--- src/rtl/imm_encoder_pkg.sv ---
// Shared constants for the immediate encoder: WISC opcodes, immediate format codes, FSM states.
// Also provides the instruction-word packing helper used by the encoder FSM.
package imm_encoder_pkg;

  localparam logic [4:0] OPC_LBI  = 5'b11000;
  localparam logic [4:0] OPC_SLBI = 5'b10010;

  localparam logic [2:0] FMT_ZERO5  = 3'd0;
  localparam logic [2:0] FMT_ZERO8  = 3'd1;
  localparam logic [2:0] FMT_SIGN5  = 3'd2;
  localparam logic [2:0] FMT_SIGN8  = 3'd4;
  localparam logic [2:0] FMT_SIGN11 = 3'd6;

  typedef enum logic [1:0] {
    ST_IDLE = 2'd0,
    ST_ONE  = 2'd1,
    ST_HI   = 2'd2,
    ST_LO   = 2'd3
  } state_t;

  function automatic logic [15:0] mk_word(input logic [4:0] opc, input logic [2:0] rd,
                                          input logic [7:0] imm);
    return {opc, rd, imm};
  endfunction

endpackage

--- src/rtl/imm_fmt_class.sv ---
// Combinational classifier: narrowest immediate format for a 16-bit value, plus signed-8 fit.
// Zero latency, no flow control.
module imm_fmt_class
  import imm_encoder_pkg::*;
(
  input  logic [15:0] i_value,
  output logic [2:0]  o_fmt,
  output logic        o_fmt_ok,
  output logic        o_fits_s8
);

  logic signed [15:0] w_sval;
  assign w_sval = i_value;

  // Order matters: the non-negative zero-extended formats win over the signed ones they overlap.
  always_comb begin
    o_fmt    = FMT_ZERO5;
    o_fmt_ok = 1'b0;
    if (w_sval >= 16'sd0 && w_sval <= 16'sd31) begin
      o_fmt    = FMT_ZERO5;
      o_fmt_ok = 1'b1;
    end else if (w_sval >= -16'sd16 && w_sval <= -16'sd1) begin
      o_fmt    = FMT_SIGN5;
      o_fmt_ok = 1'b1;
    end else if (w_sval >= 16'sd32 && w_sval <= 16'sd255) begin
      o_fmt    = FMT_ZERO8;
      o_fmt_ok = 1'b1;
    end else if (w_sval >= -16'sd128 && w_sval <= -16'sd17) begin
      o_fmt    = FMT_SIGN8;
      o_fmt_ok = 1'b1;
    end else if (w_sval >= -16'sd1024 && w_sval <= 16'sd1023) begin
      o_fmt    = FMT_SIGN11;
      o_fmt_ok = 1'b1;
    end
  end

  assign o_fits_s8 = (w_sval >= -16'sd128) && (w_sval <= 16'sd127);

endmodule

--- src/rtl/imm_encoder.sv ---
// Turns a 16-bit constant into LBI or LBI+SLBI words; first word valid one edge after accept.
// Words hold under instr_ready=0; req_ready only in IDLE. IMM_ENC_STATS_EN adds encode counters.
module imm_encoder
  import imm_encoder_pkg::*;
#(
  parameter int STAT_W = 16
) (
  input  logic              clk,
  input  logic              rst_n,
  input  logic              req_valid,
  output logic              req_ready,
  input  logic [15:0]       req_value,
  input  logic [2:0]        req_rd,
  output logic              instr_valid,
  input  logic              instr_ready,
  output logic [15:0]       instr,
  output logic              instr_last,
  output logic [2:0]        fmt,
`ifdef IMM_ENC_STATS_EN
  output logic              fmt_ok,
  output logic [STAT_W-1:0] stat_short,
  output logic [STAT_W-1:0] stat_long
`else
  output logic              fmt_ok
`endif
);

  typedef logic [STAT_W-1:0] stat_t;

  state_t     r_state;
  logic [2:0] r_rd;
  logic [7:0] r_lo;

  logic [2:0] w_fmt;
  logic       w_fmt_ok;
  logic       w_fits_s8;

  imm_fmt_class u_fmt_class (
    .i_value   (req_value),
    .o_fmt     (w_fmt),
    .o_fmt_ok  (w_fmt_ok),
    .o_fits_s8 (w_fits_s8)
  );

  always_ff @(posedge clk) begin
    if (!rst_n) begin
      r_state     <= ST_IDLE;
      r_rd        <= 3'd0;
      r_lo        <= 8'd0;
      req_ready   <= 1'b1;
      instr_valid <= 1'b0;
      instr       <= 16'd0;
      instr_last  <= 1'b0;
      fmt         <= 3'd0;
      fmt_ok      <= 1'b0;
    end else begin
      case (r_state)
        ST_IDLE: begin
          if (req_valid) begin
            r_rd        <= req_rd;
            r_lo        <= req_value[7:0];
            fmt         <= w_fmt;
            fmt_ok      <= w_fmt_ok;
            req_ready   <= 1'b0;
            instr_valid <= 1'b1;
            if (w_fits_s8) begin
              r_state    <= ST_ONE;
              instr      <= mk_word(OPC_LBI, req_rd, req_value[7:0]);
              instr_last <= 1'b1;
            end else begin
              r_state    <= ST_HI;
              instr      <= mk_word(OPC_LBI, req_rd, req_value[15:8]);
              instr_last <= 1'b0;
            end
          end
        end
        ST_HI: begin
          if (instr_ready) begin
            r_state    <= ST_LO;
            instr      <= mk_word(OPC_SLBI, r_rd, r_lo);
            instr_last <= 1'b1;
          end
        end
        ST_ONE, ST_LO: begin
          // Last word leaves; one full IDLE cycle follows before the next accept.
          if (instr_ready) begin
            r_state     <= ST_IDLE;
            instr_valid <= 1'b0;
            instr_last  <= 1'b0;
            req_ready   <= 1'b1;
          end
        end
        default: r_state <= ST_IDLE;
      endcase
    end
  end

`ifdef IMM_ENC_STATS_EN
  logic w_hs_short;
  logic w_hs_long;
  assign w_hs_short = (r_state == ST_ONE) && instr_ready;
  assign w_hs_long  = (r_state == ST_LO) && instr_ready;

  always_ff @(posedge clk) begin
    if (!rst_n) begin
      stat_short <= '0;
      stat_long  <= '0;
    end else begin
      if (w_hs_short && stat_short != '1) stat_short <= stat_short + stat_t'(1);
      if (w_hs_long && stat_long != '1)   stat_long  <= stat_long + stat_t'(1);
    end
  end
`endif

endmodule

--- config.mk ---
export PLATFORM = sky130hd
export DESIGN_NAME = imm_encoder
export DESIGN_NICKNAME = d
export VERILOG_FILES = /design/src/rtl/imm_encoder_pkg.sv /design/src/rtl/imm_fmt_class.sv /design/src/rtl/imm_encoder.sv
export SDC_FILE = /design/constraint.sdc
export NUM_CORES = 1
export LEC_CHECK = 0
export ABC_CLOCK_PERIOD_IN_PS = 4500
export CAP_MARGIN = 30
export CORE_MARGIN = 3
export CORE_UTILIZATION = 51
export DETAILED_ROUTE_END_ITERATION = 8
export PLACE_DENSITY_LB_ADDON = 0.1
export SYNTH_ARGS = -nofsm -noshare
export SYNTH_HDL_FRONTEND = slang
export SYNTH_SLANG_ARGS = --single-unit
--- constraint.sdc ---
create_clock -name clk -period 4.5 [get_ports clk]
set_input_delay 0.9 -clock clk [delete_from_list [all_inputs] [get_ports clk]]
set_output_delay 0.9 -clock clk [all_outputs]
set_load 0.01 [all_outputs]
==> reports/qor.yml <==
status:
  status: "finished clean"
critical_path:
  r2r_slack_ps: 2740
  cp-start-kind: "primary input"
  path_delay_family: "buffers and inverters"
  cp_slowest_cell: "clkdlybuf4s50_1"
  worst-path-buf-inv: 2
  path_class: "in2reg"
  crit-reg2reg-launch: "r_state[1]"
  cp.required_ps: 4780
  crit_chain: "clkdlybuf4s50_1 -> clkinv_1 -> a211oi_1 -> o2111ai_1 -> nand3_1"
  critPathMaxStageDelay_ps: 690
  arrival_ps: 3180
  reg2reg_depth: 5
  end_kind: "register"
  timing.rr.end: "instr[6]"
  crit_fanout: 27
place:
  dpl.hpwl_mm: 3.07
  place_inst: 280
  place.gp.congestion: 0.844
  portBuffers: 43
grt:
  antenna_found_initial: 0
  gr-total-overflow: 0
  grt_usage_pct: 23.1
  grt_max_degree: 28
  grt_pass1_vias: 1599
  grt_first_pass_wirelength_mm: 7.47
detailed_routing:
  wl_met3_microns: 299
  vias_per_cell: 5.84
  drt_iter0_drc: 121
  final_antenna_net_count: 0
  route.detailed.drc: 0
  wl_met1_mm: 1.85
  firstDrtPassIters: 4
  wl_met2_mm: 2.17
  vias: 1681
  top_layer: "met4"
  wl_per_cell_microns: 15.1
  routed_wl_mm: 4.36
clock_network:
  path_clk_slew_ps: 100
  clockBufferDepth: 2
  clock_sinks: 33
  cts_buffers: 5
  cts_setup_buffers: 0
  clk_latency_ps: 330
  ctsHoldBuffers: 0
  ctsResizeCount: 0
  cts-root-buf: "clkbuf_4"
  cts_tree: "done"
  htreeDepth: 2
die:
  start_util_pct: 56.1
  core_area_sq_um: 2900
  die-height_microns: 62.5
  die_area_sq_um: 3910
  rows: 19
  dieWidth_microns: 62.5
  io_pins: 46
logic_synthesis:
  netlist_instances: 207
  syn_area_per_cell_sq_um: 7.86
  post-synth-top-count-cell: "nand2_1"
  synth_top_area_share_pct: 40.6
  synth_edf_count: 0
  yosys_register_bits: 33
  synthTopCellsByArea: "dfxtp_1 (41%), nand2_1 (11%), a21oi_1 (4.9%), o2111ai_1 (3.8%), nor2_1 (3.5%)"
  synthArstFlopShare_pct: 0
  synth_area_leader_cell: "dfxtp_1"
  synth_warnings: 0
  synth_area_sq_um: 1630
  yosysSeqAreaShare_pct: 40.6
  netlist_top_cells_count: "nand2_1 (48), dfxtp_1 (33), a21oi_1 (16), nor2_1 (15)"
  ys.flop_type: "dfxtp_1"
  yosysUniqueCellTypes: 38
timing:
  rsz0062_at_grt: "false"
  hold_violations: 0
  tightest_slew_ps: 961
  finalCriticalPeriod_ps: 2900
  holdWs_ps: 468
  slew_viol_final: 0
  timing.fmax_mhz: 345
  fin_skew_ps: 11.6
  setup_viol: 0
  setup_tns_ps: 0
  slew_headroom_pct: 35.4
  post-route-period-util_pct: 64.5
finish:
  drive_gt1_share_pct: 6.10
  diodes: 0
  seqCellArea_sq_um: 661
  final_nets: 268
  stdcell_count: 288
  nFillCells: 233
  multi_input_area_sq_um: 872
  postLayoutCoreUtil_pct: 73.9
  area_growth_pct: 31.6
power_and_ir_drop:
  ir_drop_uv: 278
  p_total_uw: 743
  powerDensity_nw_per_um2: 347
  p_leak_nw: 0.806
worst_hold_path:
  holdPathEnd: "instr[12]"
  worstHoldStart: "instr[12]"
  hp-class: "reg2reg"
  min_path_cells: 2
job:
  maxCapViolCount: 0
[power by group]
group	leakage, nW	internal, mW	switching [mW]
sequential	0.272	0.319	0.0212
clock	0.0455	0.133	0.101
combinational	0.489	0.0842	0.0854
[layer usage]
layer / global-route usage (%) / vias to the layer above
met5: 0 / -
met4: 5.23 / 0
met3: 6.12 / 8
met2: 37.4 / 66
met1: 30.7 / 793
li1: - / 814
[flip-flops by register name, summed over array words and instances (netlist names)]
name         count
r_state          2
r_lo             8
instr_valid      1
req_ready        1
fmt              3
r_rd             3
fmt_ok           1
instr           14
[final cells by class]
class / instances / area share [%]
Clock buffer: 7 / 2.57
Clock inverter: 1 / 1.40
Inverter: 7 / 1.23
Multi-Input combinational cell: 153 / 40.7
Sequential cell: 33 / 30.8
Tap cell: 42 / 2.45
Timing Repair Buffer: 45 / 20.8
[how the worst max path moves through the flow]
stage               cells after the start         end  slack, ps     startpoint
floorplan                               5  r_state[1]       2080  req_value[13]
global placement                        5    instr[6]       1430          rst_n
detailed placement                      5    instr[2]       1270          rst_n
CTS                                     5    instr[2]       1630          rst_n
global route                            5    instr[2]       1390          rst_n
finish                                  5    instr[2]       1600          rst_n
[worst reg2reg max path: stages, from the launching register on]
cell and delay (ps):
dfxtp_1 600, mux2i_1 210, buf_4 220, a211oi_1 380, o2111ai_1 180, nand3_1 130
[cell usage in the layout (no fill, tap or decap), types with 6 or more instances in the layout]
cell type and n:
inv_1 6, nand2_1 48, dfxtp_1 33, clkdlybuf4s50_1 43, o2111ai_1 7, a21oi_1 16
nor2_1 15, nand3_1 10, nor2b_1 8
[per-stage QoR]
step | area, sq um | worst slack, ps
6_report | 2140 | 1600
5_1_grt | 2140 | 1390
4_1_cts | 2140 | 1630
3_5_place_dp | 2060 | 1270
3_3_place_gp | 2060 | 1430
2_1_floorplan | 1630 | 2080
[cell families (layout without fill, tap and decap cells)]
kind of cell,count (synthesis),count (layout),share of synthesized area (%)
muxes,1,1,0.615
AOI/OAI and AO/OA,48,48,21.1
other,1,2,0.230
DFF,33,33,40.6
buffers and inverters,22,60,6.07
and+or+nand+nor,102,102,31.4
Power figures use the tool's default switching activity.
